## config.mk

```make
export PLATFORM = sky130hd
export DESIGN_NAME = ciaa_kbd_serial_tx
export DESIGN_NICKNAME = d
export VERILOG_FILES = /design/src/rtl/ciaa_kbd_serial_tx.sv
export SDC_FILE = /design/constraint.sdc
export NUM_CORES = 1
export LEC_CHECK = 0
export ABC_AREA = 1
export ABC_CLOCK_PERIOD_IN_PS = 3600
export BUFFER_PORTS_ARGS = -buffer_cell sky130_fd_sc_hd__buf_2
export CORE_MARGIN = 2
export CORE_UTILIZATION = 60
export DETAILED_ROUTE_END_ITERATION = 12
export PLACE_DENSITY = 0.78
export REMOVE_ABC_BUFFERS = 1
export SYNTH_ARGS = -nofsm -noshare
export SYNTH_HDL_FRONTEND = slang
export SYNTH_SLANG_ARGS = --single-unit
```

## constraint.sdc

```tcl
create_clock -name clk -period 3.6 [get_ports clk]
set_clock_uncertainty 0.1 [all_clocks]
set_input_delay 1.08 -clock clk [delete_from_list [all_inputs] [get_ports clk]]
set_output_delay 1.08 -clock clk [all_outputs]
set_load 0.005 [all_outputs]
```

## src/rtl/ciaa_kbd_serial_tx.sv

```systemverilog
// Serialises Amiga raw key codes onto a KCLK/KDAT keyboard link with handshake, resync and power-up codes.
// Optional reset-warning sequence (kbdrst input) is built when CIAA_KBD_RESETWARN_EN is defined.
module ciaa_kbd_serial_tx #(
    parameter int unsigned TPHASE      = 142,
    parameter int unsigned THS_TIMEOUT = 1014000
`ifdef CIAA_KBD_RESETWARN_EN
   ,parameter int unsigned TRST_HOLD   = 3546000
`endif
) (
    input  logic       clk,
    input  logic       clk7_en,
    input  logic       reset,
    input  logic [7:0] keydat,
    input  logic       keystrobe,
`ifdef CIAA_KBD_RESETWARN_EN
    input  logic       kbdrst,
`endif
    output logic       keyack,
    input  logic       kdat_i,
    output logic       kclk_o,
    output logic       kdat_o,
    output logic       busy
);

    typedef enum logic [2:0] {
        PWRUP,
        IDLE,
        SHIFT,
        WAIT_HS,
        WAIT_REL,
        RESYNC,
        RETRY
`ifdef CIAA_KBD_RESETWARN_EN
       ,HOLD
`endif
    } state_t;

    typedef enum logic [1:0] {
        PH_SETUP,
        PH_LOW,
        PH_HIGH
    } phase_t;

    localparam logic [21:0] TIMER_MAX  = '1;
    localparam logic [21:0] PHASE_LAST = 22'(TPHASE - 1);
    localparam logic [21:0] HS_LIMIT   = 22'(THS_TIMEOUT);
`ifdef CIAA_KBD_RESETWARN_EN
    localparam logic [21:0] HOLD_LAST  = 22'(TRST_HOLD - 1);
`endif

    state_t      state_q, state_d;
    phase_t      phase_q, phase_d;
    logic [2:0]  bit_q, bit_d;
    logic [21:0] timer_q, timer_d;
    logic [7:0]  tx_code_q, tx_code_d;
    logic [7:0]  retry_code_q, retry_code_d;
    logic [1:0]  pwr_cnt_q, pwr_cnt_d;
    logic        resync_q, resync_d;
    logic        retry_q, retry_d;
    logic        keyack_q, keyack_d;
    logic        kdat_meta, kdat_sync;
    logic        start_frame;
    logic        phase_done;
    logic        hold_low;
    logic [7:0]  pwr_code;
    logic [7:0]  line_byte;

`ifdef CIAA_KBD_RESETWARN_EN
    logic        kbdrst_meta, kbdrst_sync, kbdrst_prev;
    logic        kbdrst_rise;
    logic        rw_req_q, rw_req_d;
    logic [1:0]  rw_stage_q, rw_stage_d;

    assign kbdrst_rise = kbdrst_sync & ~kbdrst_prev;
    assign hold_low    = (state_q == HOLD);
`else
    assign hold_low    = 1'b0;
`endif

    assign phase_done = (timer_q == PHASE_LAST);
    assign pwr_code   = (pwr_cnt_q == 2'd2) ? 8'hFD : 8'hFE;
    // Line sees the code rotated left by one and inverted: a logical 1 pulls KDAT low.
    assign line_byte  = ~{tx_code_q[6:0], tx_code_q[7]};

    always_ff @(posedge clk) begin
        if (reset) begin
            state_q      <= PWRUP;
            phase_q      <= PH_SETUP;
            bit_q        <= '0;
            timer_q      <= '0;
            tx_code_q    <= '0;
            retry_code_q <= '0;
            pwr_cnt_q    <= 2'd2;
            resync_q     <= 1'b0;
            retry_q      <= 1'b0;
            keyack_q     <= 1'b0;
            kdat_meta    <= 1'b1;
            kdat_sync    <= 1'b1;
`ifdef CIAA_KBD_RESETWARN_EN
            kbdrst_meta  <= 1'b0;
            kbdrst_sync  <= 1'b0;
            kbdrst_prev  <= 1'b0;
            rw_req_q     <= 1'b0;
            rw_stage_q   <= '0;
`endif
        end else if (clk7_en) begin
            state_q      <= state_d;
            phase_q      <= phase_d;
            bit_q        <= bit_d;
            timer_q      <= timer_d;
            tx_code_q    <= tx_code_d;
            retry_code_q <= retry_code_d;
            pwr_cnt_q    <= pwr_cnt_d;
            resync_q     <= resync_d;
            retry_q      <= retry_d;
            keyack_q     <= keyack_d;
            kdat_meta    <= kdat_i;
            kdat_sync    <= kdat_meta;
`ifdef CIAA_KBD_RESETWARN_EN
            kbdrst_meta  <= kbdrst;
            kbdrst_sync  <= kbdrst_meta;
            kbdrst_prev  <= kbdrst_sync;
            rw_req_q     <= rw_req_d;
            rw_stage_q   <= rw_stage_d;
`endif
        end
    end

    always_comb begin
        state_d      = state_q;
        phase_d      = phase_q;
        bit_d        = bit_q;
        timer_d      = (timer_q == TIMER_MAX) ? timer_q : timer_q + 22'd1;
        tx_code_d    = tx_code_q;
        retry_code_d = retry_code_q;
        pwr_cnt_d    = pwr_cnt_q;
        resync_d     = resync_q;
        retry_d      = retry_q;
        keyack_d     = 1'b0;
        start_frame  = 1'b0;
`ifdef CIAA_KBD_RESETWARN_EN
        rw_req_d     = rw_req_q | kbdrst_rise;
        rw_stage_d   = rw_stage_q;
`endif

        case (state_q)
            PWRUP: begin
                tx_code_d    = pwr_code;
                retry_code_d = pwr_code;
                if (pwr_cnt_q != 2'd0) pwr_cnt_d = pwr_cnt_q - 2'd1;
                start_frame  = 1'b1;
            end

            IDLE: begin
`ifdef CIAA_KBD_RESETWARN_EN
                if (rw_req_q) begin
                    tx_code_d   = 8'h78;
                    rw_stage_d  = 2'd1;
                    rw_req_d    = 1'b0;
                    start_frame = 1'b1;
                end else
`endif
                if (keystrobe) begin
                    keyack_d     = 1'b1;
                    tx_code_d    = keydat;
                    retry_code_d = keydat;
                    start_frame  = 1'b1;
                end
            end

            // RESYNC reuses the bit sequencer for a single bit driven low.
            SHIFT, RESYNC: begin
                if (phase_done) begin
                    timer_d = '0;
                    case (phase_q)
                        PH_SETUP: phase_d = PH_LOW;
                        PH_LOW:   phase_d = PH_HIGH;
                        default: begin
                            phase_d = PH_SETUP;
                            if (state_q == RESYNC || bit_q == 3'd0) begin
                                state_d = WAIT_HS;
                                if (state_q == RESYNC) resync_d = 1'b1;
                            end else begin
                                bit_d = bit_q - 3'd1;
                            end
                        end
                    endcase
                end
            end

            WAIT_HS: begin
                if (!kdat_sync) begin
                    state_d = WAIT_REL;
                end else if (timer_q == HS_LIMIT) begin
`ifdef CIAA_KBD_RESETWARN_EN
                    if (rw_stage_q != 2'd0) begin
                        state_d = WAIT_REL;
                    end else
`endif
                    begin
                        state_d = RESYNC;
                        phase_d = PH_SETUP;
                        timer_d = '0;
                    end
                end
            end

            // Lost-sync report precedes the retry, which precedes any remaining power-up code.
            WAIT_REL: begin
                if (kdat_sync) begin
`ifdef CIAA_KBD_RESETWARN_EN
                    if (rw_stage_q == 2'd1) begin
                        tx_code_d   = 8'h78;
                        rw_stage_d  = 2'd2;
                        start_frame = 1'b1;
                    end else if (rw_stage_q == 2'd2) begin
                        rw_stage_d  = 2'd0;
                        state_d     = HOLD;
                        timer_d     = '0;
                    end else
`endif
                    if (resync_q) begin
                        tx_code_d   = 8'hF9;
                        resync_d    = 1'b0;
                        retry_d     = 1'b1;
                        start_frame = 1'b1;
                    end else if (retry_q) begin
                        state_d = RETRY;
                    end else if (pwr_cnt_q != 2'd0) begin
                        state_d = PWRUP;
                    end
`ifdef CIAA_KBD_RESETWARN_EN
                    else if (rw_req_q) begin
                        tx_code_d   = 8'h78;
                        rw_stage_d  = 2'd1;
                        rw_req_d    = 1'b0;
                        start_frame = 1'b1;
                    end
`endif
                    else begin
                        state_d = IDLE;
                    end
                end
            end

            RETRY: begin
                tx_code_d   = retry_code_q;
                retry_d     = 1'b0;
                start_frame = 1'b1;
            end

`ifdef CIAA_KBD_RESETWARN_EN
            HOLD: begin
                if (timer_q == HOLD_LAST) begin
                    state_d   = PWRUP;
                    pwr_cnt_d = 2'd2;
                    resync_d  = 1'b0;
                    retry_d   = 1'b0;
                    rw_req_d  = 1'b0;
                end
            end
`endif

            default: state_d = PWRUP;
        endcase

        if (start_frame) begin
            state_d = SHIFT;
            phase_d = PH_SETUP;
            bit_d   = 3'd7;
            timer_d = '0;
        end
    end

    assign keyack = keyack_q;
    assign busy   = (state_q != IDLE);
    assign kclk_o = !(((state_q == SHIFT) || (state_q == RESYNC)) && (phase_q == PH_LOW)) && !hold_low;
    assign kdat_o = (state_q == RESYNC) ? 1'b0 :
                    (state_q == SHIFT)  ? line_byte[bit_q] : 1'b1;

endmodule

```

==> results of run 1 <==
==> worst max-delay path, cell delays in order, from the launching register on <==
cell and delay (ns):
dfxtp_1 0.43, inv_1 0.17, o21ai_0 0.20, o221ai_1 0.14, o211ai_1 0.11, o21ai_0 0.11
inv_1 0.06, buf_2 0.10
==> worst max path at each step <==
stage	end	slack (ns)	depth (start not counted)
floorplan	busy	1.30	4
global placement	retry_code_q[1]	1.10	6
detailed placement	retry_code_q[1]	1.05	6
CTS	kclk_o	0.81	6
global route	kclk_o	0.63	6
finish	kdat_o	0.80	7
==> power breakdown <==
part	switching, mW	leakage [nW]	internal (mW)
Clock	0.215	0.0452	0.142
Sequential	0.0331	0.434	0.628
Combinational	0.182	0.919	0.0879
Total	0.430	1.40	0.858
==> layout make-up <==
type	instances	area, um^2	share of cell area, %
well taps	70	87.6	2.54
multi-input cells	358	1870	54.3
inverters	63	239	6.93
flip-flops and latches	53	1060	30.7
clock inverters	3	25.0	0.725
repair buffers	18	95.1	2.76
clock buffers	5	68.8	1.99
==> state kept, by name (all words and copies together) (netlist names) <==
register,count
pwr_cnt_q,2
timer_q,22
state_q,3
resync_q,1
keyack,1
kdat_meta,1
bit_q,3
tx_code_q,8
retry_q,1
phase_q,2
retry_code_q,8
kdat_sync,1
==> cell families after synthesis <==
| logic type | Yosys count | share of synthesized area, % |
|---|---|---|
| xor+xnor | 9 | 2.43 |
| simple gates | 255 | 37.2 |
| fa+ha+maj | 7 | 2.70 |
| buf+inv | 76 | 9.46 |
| compound gates | 87 | 15.4 |
| flops | 53 | 32.7 |
==> Yosys cell counts (6+ instances only) <==
cell / instances / area share (%)
nor2_1: 64 / 7.4
nand3_1: 38 / 5.9
nor2_2: 17 / 3.3
buf_2: 6 / 0.93
inv_1: 57 / 6.6
dfxtp_1: 53 / 33
a21oi_1: 32 / 4.9
o21ai_0: 35 / 5.4
a221oi_1: 6 / 1.6
nor3_1: 12 / 1.9
ha_1: 7 / 2.7
nand2_1: 95 / 11
nand4_1: 11 / 2.1
xor2_1: 7 / 1.9
==> layer usage <==
| layer | share of wire [%] | vias up | GRT usage [%] | wire (um) |
|---|---|---|---|---|
| met4 | 1.2 | 0 | 7.50 | 98 |
| met1 | 50 | 1421 | 41.5 | 4000 |
| li1 | - | 1631 | - | - |
| met5 | 0 | - | 0 | 0 |
| met3 | 6.2 | 8 | 4.19 | 494 |
| met2 | 42 | 96 | 42.2 | 3360 |
==> summary.txt, run 1 <==
Clock network
  • Root Driver: clkbuf_8
  • Worst skew pair latency: slightly above 0.3 ns
  • Sink Count: between 50 and 60
  • H-tree levels: 2
  • Hold Buf Count CTS: 0
  • Resized cells post-CTS: 0
  • Clock transition at the registers of the reported paths: approximately 0.10 ns
  • CTS max path bufs: 2
  • TritonCTS clock tree: yes
  • Setup bufs post-CTS: 0
  • CTS buffer count: 5

Power
  • Leakage power: between 1 and 1.5 nW
  • Maximum vdd drop: roughly 0.00026 V
  • Pwr Total: 1.29 mW
  • Power Density: 373 nW/um^2

Logic synthesis
  • Number of flops mapped to enable cells by yosys: 0
  • Part of the Yosys area used for sequential elements: about a third
  • Syn Area/Cell: roughly 6.7 um^2
  • Cell variety after synth: 40
  • Main synth FF type: dfxtp_1
  • Mapped cell area: 3240 um^2
  • Cells after Synth: ~490
  • Number of synthesized register bits: 53
  • Synth async-reset ratio: 0%
  • YS warnings: 0

Detailed routing
  • Via Count: between 3,000 and 4,000
  • DRC: 0
  • DRT iter0 DRCs: 229
  • Final antenna-violating net count: 0
  • Routed length per instance: roughly 14 um
  • Final Routed Wirelength: approximately 7.9 mm
  • Pre-Repair DR Iteration Count: 5
  • Vias per inst: approximately 5.5

Floorplanning
  • Top Ports: 17
  • DIE WIDTH: roughly 78 um
  • Initial Utilization: 62.7%
  • Core box area: roughly 5200 um^2
  • Num rows: 26
  • Die height: slightly below 80 um
  • Die area: 6010 um^2

STA
  • Worst-margin pin slew: about 0.64 ns
  • Fin crit period: 2.80 ns
  • F_max: 357 MHz
  • Hold Fails Final Rpt: 0
  • Fin crit share: between 70% and 80%
  • Pins Over Slew Limit: 0
  • Final hold slack: 0.362 ns
  • Slew headroom: a little under three fifths
  • Final number of setup-violating endpoints: 0
  • Worst Slack Setup Final: approximately 0.80 ns
  • Post-Route Setup TNS: 0 ns
  • RSZ-0062 raised after global routing: false

Setup path
  • Worst setup startpoint: bit_q[0]
  • R2r startpoint: timer_q[0]
  • Nature of the critical path endpoint: output pin
  • CP Class: flip-flop to output pin
  • Worst EP arrival: between 1.5 and 2 ns
  • Critical Path Source Type: flip-flop
  • Worst r2r path cells: 10
  • R2R setup slack: approximately 1.5 ns
  • Worst path required time: about 2.4 ns
  • Reg-to-reg endpoint: timer_q[4]
  • Worst-path fanout max: 8

Final layout
  • Most frequent cells in the layout: 95 x nand2_1, 64 x nor2_1, 57 x inv_1, 53 x dfxtp_1, 38 x nand3_1
  • Area delta synth->final: 6.45%
  • Share of cells above drive strength 1: 13.6%
  • Commonest non-fill, non-tap cell in the layout: nand2_1
  • ANT cells: 0
  • Layout net count: between 500 and 600
  • Post-layout util: between 60% and 70%
  • Fill cells: between 400 and 500
  • Non-filler instance count after layout: 570
  • Design area: ~3500 um^2

Global route
  • Total grt overflow: 0
  • Largest net degree at the start of global routing: 26
  • Global-route wire length before repair: 13.6 mm
  • Antenna violations before repair: 0
  • Vias in the first global route: between 2,000 and 3,000
  • GRT Total Usage: between 20% and 30%

Worst hold path
  • Worst min-delay path class: flip-flop to flip-flop
  • Hold path startpoint: retry_code_q[1]
  • Hold path endpoint: retry_code_q[1]
  • Worst Hold Depth: 2

Place
  • Worst slack, placed: around 1.0 ns
  • PortBufs: 16
  • Post-DP HPWL: roughly 6 mm
  • Cell area after placement: 3360 um^2
  • Gpl congestion: 0.960
  • Placed cell count: 562

Run
  • Maxcap violations: 0

Outcome
  • Status: finished, final reports clean
(Power assumes the default switching activity.)
==> inputs of run 2 (changes only) <==
--- a/config.mk
+++ b/config.mk
@@ -6,7 +6,7 @@
 export NUM_CORES = 1
 export LEC_CHECK = 0
 export ABC_AREA = 1
-export ABC_CLOCK_PERIOD_IN_PS = 3600
+export ABC_CLOCK_PERIOD_IN_PS = 2800
 export BUFFER_PORTS_ARGS = -buffer_cell sky130_fd_sc_hd__buf_2
 export CORE_MARGIN = 2
 export CORE_UTILIZATION = 60
==> constraint.sdc (replaced) <==
create_clock -name clk -period 2.8 [get_ports clk]
set_clock_uncertainty 0.1 [all_clocks]
set_input_delay 0.84 -clock clk [delete_from_list [all_inputs] [get_ports clk]]
set_output_delay 0.84 -clock clk [all_outputs]
set_load 0.005 [all_outputs]
==> summary.txt, run 2 (synthesis results as in run 1) <==
Final layout
  • Max FFs per register: 22 (unchanged)
  • Share of cells above drive strength 1: 13.9% (+0.34 points)
  • Layout net count: 521 (+0.39%)
  • Area delta synth->final: 7.02%
  • Most frequent cells in the layout: 95 x nand2_1, 64 x nor2_1, 57 x inv_1, 53 x dfxtp_1, 38 x nand3_1
  • Design area: 3470 um^2 (+0.54%)
  • Largest reg by FF count: timer_q
  • ANT cells: 0 (unchanged)
  • Top flop regs: timer_q: 22 flops, retry_code_q: 8 flops, tx_code_q: 8 flops
  • Commonest non-fill, non-tap cell in the layout: nand2_1
  • Post-layout util: 67.1% (+0.36 points)

Place
  • Cell area after placement: 3370 um^2 (+0.45%)
  • Post-DP HPWL: 6.11 mm (+3.0%)
  • PortBufs: 16 (unchanged)
  • Gpl congestion: 0.920 (-4.2%)

Power
  • Leakage power: 1.41 nW (+1.1%)
  • Maximum vdd drop: 0.000397 V (+55%)
  • Sequential share of power: 50.4% (-0.9 points)
  • Combinational Power Share: 21.3% (+0.4 points)
  • Switching power: 0.574 mW (+33%)
  • Power Density: 485 nW/um^2 (+30%)
  • Internal Power: 1.11 mW (+29%)
  • Clock power frac: 28.3% (+0.5 points)
  • Pwr Total: 1.68 mW (+31%)
  • Switching portion of total power: 34.1% (+0.67 points)

Detailed routing
  • DRC: 0 (unchanged)
  • Final Routed Wirelength: 8.10 mm (+1.9%)
  • Pre-Repair DR Iteration Count: 7 (+2)
  • DRT iter0 DRCs: 255 (+11%)
  • Final antenna-violating net count: 0 (unchanged)
  • Routed length per instance: 14.2 um (+1.5%)
  • Via Count: 3,204 (+1.5%)
  • Vias per inst: 5.60 (+1.2%)

Floorplanning
  • Top Ports: 17 (unchanged)
  • Initial Utilization: 62.7% (unchanged)
  • Die area: 6010 um^2 (unchanged)
  • Die height: 77.5 um (unchanged)
  • Core box area: 5170 um^2 (unchanged)
  • DIE WIDTH: 77.5 um (unchanged)
  • Num rows: 26 (unchanged)

Clock network
  • TritonCTS clock tree: yes
  • Root Driver: clkbuf_8
  • Resized cells post-CTS: 0 (unchanged)
  • CTS buffer count: 5 (unchanged)
  • Worst skew pair latency: 0.32 ns (about the same)
  • H-tree levels: 2 (unchanged)
  • Clock transition at the registers of the reported paths: 0.11 ns (about the same)
  • Sink Count: 53 (unchanged)
  • CTS max path bufs: 2 (unchanged)
  • Setup bufs post-CTS: 0 (unchanged)
  • Hold Buf Count CTS: 0 (unchanged)

STA
  • Final hold slack: 0.374 ns (+0.0114 ns)
  • F_max: 383 MHz
  • Final number of setup-violating endpoints: 0 (unchanged)
  • Hold Fails Final Rpt: 0 (unchanged)
  • Worst-margin pin slew: 0.586 ns (-0.0575 ns)
  • Post-Route Setup TNS: 0 ns (unchanged)
  • Slew headroom: 60.9% (+3.8 points)
  • RSZ-0062 raised after global routing: false
  • Pins Over Slew Limit: 0 (unchanged)
  • Fin crit share: roughly 93%
  • Fin crit period: around 2.6 ns

Global route
  • Antenna violations before repair: 0 (unchanged)
  • Global-route wire length before repair: 13.4 mm (-1.6%)
  • Total grt overflow: 0 (unchanged)
  • GRT Total Usage: 27.8% (-0.17 points)
  • Vias in the first global route: 2,825 (-4.5%)
  • Largest net degree at the start of global routing: 26 (unchanged)

Setup path
  • Nature of the critical path endpoint: output pin
  • Worst path required time: 1.86 ns (-0.56 ns)
  • Worst-path fanout max: 8 (unchanged)
  • Critical Path Source Type: flip-flop
  • CP Class: flip-flop to output pin
  • Worst EP arrival: 1.67 ns (+0.05 ns)

Outcome
  • Status: finished, final reports clean

Run
  • Maxcap violations: 0 (unchanged)

Worst hold path
  • Worst min-delay path class: flip-flop to flip-flop
[run 2: layout make-up]
type / count / area, um^2
multi-input cells: 358 / 1870
fillers: 470 / 1700
flip-flops and latches: 53 / 1060
inverters: 63 / 239
repair buffers: 20 / 110
well taps: 70 / 87.6
clock buffers: 5 / 68.8
clock inverters: 3 / 28.8
[run 2: power by group through the flow]
| stage | Clock, mW | Sequential [mW] | Combinational [mW] |
|---|---|---|---|
| final | 0.477 | 0.849 | 0.358 |
| after global routing | 0.510 | 0.856 | 0.410 |
| after CTS | 0.486 | 0.848 | 0.354 |
| after detailed placement | 0 | 0.864 | 0.353 |
| after global placement | 0 | 0.863 | 0.341 |
| after floorplan | 0 | 0.853 | 0.255 |
[run 2: final timing paths]
path / from / to / slack (ns) / depth (start not counted)
worst min register to register: pwr_cnt_q[0] / pwr_cnt_q[0] / 0.37 / 1
worst max-delay path: state_q[2] / kclk_o / 0.19 / 6
worst max register to register: timer_q[0] / timer_q[4] / 0.74 / 10
worst min-delay path: pwr_cnt_q[0] / pwr_cnt_q[0] / 0.37 / 1
[run 2: critical path: stages (launching register included)]
cell     delay (ns)
dfxtp_1        0.58
inv_1          0.15
nor2_2         0.17
nor2_4         0.07
nor2_1         0.19
nand2_1        0.07
buf_2          0.13
[run 2: per-stage QoR]
stage                     worst slack, ns  instances
after floorplan                     0.742        474
after global placement              0.568        564
after detailed placement            0.504        564
after CTS                           0.187        572
after global routing               0.0565        572
final                               0.189        572
[run 2: layer usage]
| metal | global-route usage [%] | up-vias | part of all wire (%) |
|---|---|---|---|
| met5 | 0 | - | 0 |
| met4 | 6.79 | 0 | 0.95 |
| met3 | 4.19 | 7 | 6.4 |
| met2 | 41.7 | 108 | 43 |
| met1 | 41.7 | 1463 | 50 |
| li1 | - | 1626 | - |
==> inputs of run 3 (changes only) <==
--- a/config.mk
+++ b/config.mk
@@ -6,7 +6,7 @@
 export NUM_CORES = 1
 export LEC_CHECK = 0
 export ABC_AREA = 1
-export ABC_CLOCK_PERIOD_IN_PS = 2800
+export ABC_CLOCK_PERIOD_IN_PS = 2900
 export BUFFER_PORTS_ARGS = -buffer_cell sky130_fd_sc_hd__buf_2
 export CORE_MARGIN = 2
 export CORE_UTILIZATION = 60
==> constraint.sdc (replaced) <==
create_clock -name clk -period 2.9 [get_ports clk]
set_clock_uncertainty 0.1 [all_clocks]
set_input_delay 0.87 -clock clk [delete_from_list [all_inputs] [get_ports clk]]
set_output_delay 0.87 -clock clk [all_outputs]
set_load 0.005 [all_outputs]
==> summary.txt, run 3 (synthesis results as in run 1) <==
Outcome
  • Status: finished, final reports clean

STA
  • F_max: approximately 380 MHz
  • Slew headroom: 61.5% (+0.59 points)
  • Hold Fails Final Rpt: 0 (unchanged)
  • Worst-margin pin slew: 0.577 ns (-0.00892 ns)
  • Pins Over Slew Limit: 0 (unchanged)
  • Final number of setup-violating endpoints: 0 (unchanged)
  • Post-Route Setup TNS: 0 ns (unchanged)
  • Fin crit period: roughly 2.6 ns
  • Fin crit share: 89.7%
  • RSZ-0062 raised after global routing: false

Floorplanning
  • Die area: 6010 um^2 (unchanged)
  • Core box area: 5170 um^2 (unchanged)
  • Top Ports: 17 (unchanged)
  • DIE WIDTH: 77.5 um (unchanged)
  • Die height: 77.5 um (unchanged)
  • Initial Utilization: 62.7% (unchanged)
  • Num rows: 26 (unchanged)

Detailed routing
  • Via Count: 3,250 (+1.4%)
  • DRT iter0 DRCs: 333 (+31%)
  • DR WL met2: 3.43 mm (-0.49%)
  • Routed length per instance: 14.1 um (-0.72%)
  • Vias per inst: 5.68 (+1.4%)
  • Final Routed Wirelength: 8.04 mm (-0.72%)
  • Pre-Repair DR Iteration Count: 5 (-2)
  • DRC: 0 (unchanged)
  • Max Used Layer: met4
  • Met3 wire len: 510 um (-2.1%)
  • Final antenna-violating net count: 0 (unchanged)
  • Wire length on met1: 4.03 mm (-0.49%)

Clock network
  • Worst skew pair latency: 0.32 ns (about the same)
  • Clock transition at the registers of the reported paths: 0.11 ns (about the same)
  • CTS max path bufs: 2 (unchanged)
  • Setup bufs post-CTS: 0 (unchanged)
  • Sink Count: 53 (unchanged)
  • H-tree levels: 2 (unchanged)
  • Resized cells post-CTS: 0 (unchanged)
  • Hold Buf Count CTS: 0 (unchanged)
  • TritonCTS clock tree: yes
  • Root Driver: clkbuf_8
  • CTS buffer count: 5 (unchanged)

Power
  • Switching portion of total power: 33.7% (-0.41 points)
  • Maximum vdd drop: 0.000396 V (-0.19%)
  • Internal Power: 1.07 mW (-3.5%)
  • Leakage power: 1.41 nW (unchanged)
  • Combinational Power Share: 21.0% (-0.3 points)
  • Power Density: 465 nW/um^2 (-4.1%)
  • Sequential share of power: 50.6% (+0.2 points)
  • Pwr Total: 1.62 mW (-4.1%)
  • Clock power frac: 28.3% (about the same)
  • Switching power: 0.544 mW (-5.2%)

Setup path
  • Critical Path Source Type: flip-flop
  • CP Class: flip-flop to output pin
  • Nature of the critical path endpoint: output pin
  • Worst-path fanout max: 8 (unchanged)
  • Worst path required time: 1.93 ns (+0.07 ns)
  • Worst EP arrival: 1.63 ns (-0.04 ns)

Final layout
  • Top flop regs: timer_q: 22 flops, retry_code_q: 8 flops, tx_code_q: 8 flops
  • Footprint of the multi-input gates: 1870 um^2 (unchanged)
  • Commonest non-fill, non-tap cell in the layout: nand2_1
  • Layout net count: 521 (unchanged)
  • Non-filler instance count after layout: 572 (unchanged)
  • ANT cells: 0 (unchanged)
  • Max FFs per register: 22 (unchanged)
  • Fill cells: 465 (-1.1%)
  • Most frequent cells in the layout: 95 x nand2_1, 64 x nor2_1, 57 x inv_1, 53 x dfxtp_1, 38 x nand3_1
  • Share of cells above drive strength 1: 13.9% (unchanged)
  • Area delta synth->final: 7.02% (unchanged)
  • Sequential standard cell area: 1060 um^2 (unchanged)
  • Largest reg by FF count: timer_q

Global route
  • Global-route wire length before repair: 13.7 mm (+1.9%)
  • Total grt overflow: 0 (unchanged)
  • Largest net degree at the start of global routing: 26 (unchanged)
  • Vias in the first global route: 2,933 (+3.8%)
  • Antenna violations before repair: 0 (unchanged)
  • GRT Total Usage: 28.6% (+0.82 points)

Place
  • Post-DP HPWL: 5.96 mm (-2.5%)
  • Placed cell count: 564 (unchanged)
  • Gpl congestion: 0.944 (+2.6%)
  • PortBufs: 16 (unchanged)

Worst hold path
  • Worst min-delay path class: flip-flop to flip-flop

Run
  • Maxcap violations: 0 (unchanged)
==> run 3: worst max-delay path: stages, from the launching register on <==
cell and delay (ns):
dfxtp_1 0.58, inv_1 0.15, nor2_2 0.17, nor2_4 0.07, nor2_1 0.17, nand2_1 0.06
buf_2 0.12
==> run 3: routing by layer <==
metal	track usage, %	vias to the layer above
met2	42.2	115
met3	5.58	6
met5	0	-
met1	42.8	1506
li1	-	1623
met4	6.96	0
==> run 3: area by class of cell <==
type | instances | area share [%]
Clock buffer | 5 | 1.98
Timing Repair Buffer | 20 | 3.17
Tap cell | 70 | 2.52
Sequential cell | 53 | 30.6
Clock inverter | 3 | 0.829
Inverter | 63 | 6.89
Multi-Input combinational cell | 358 | 54.0
==> run 3: power by group through the flow <==
stage	combinational [mW]	sequential, mW	clock (mW)
2_1_floorplan	0.246	0.824	0
3_3_place_gp	0.328	0.833	0
3_5_place_dp	0.334	0.833	0
4_1_cts	0.336	0.817	0.468
5_1_grt	0.391	0.824	0.496
6_report	0.340	0.818	0.457
==> run 3: worst paths after layout <==
path                      to  slack (ns)  depth (start not counted)             from
max                   kclk_o        0.30                          6       state_q[2]
min          retry_code_q[1]        0.36                          2  retry_code_q[1]
max reg2reg       timer_q[4]        0.83                         10       timer_q[0]
min reg2reg  retry_code_q[1]        0.36                          2  retry_code_q[1]
==> run 3: stage by stage <==
stage | setup WS [ns] | hold WS, ns | cell area (um^2) | util [%]
floorplan | 0.812 | 0.324 | 3170 | -
CTS | 0.291 | 0.365 | 3470 | 67.1
detailed placement | 0.591 | 0.349 | 3370 | 65.2
global route | 0.122 | 0.394 | 3470 | 67.1
global placement | 0.618 | 0.336 | 3370 | 65.2
finish | 0.298 | 0.360 | 3470 | 67.1
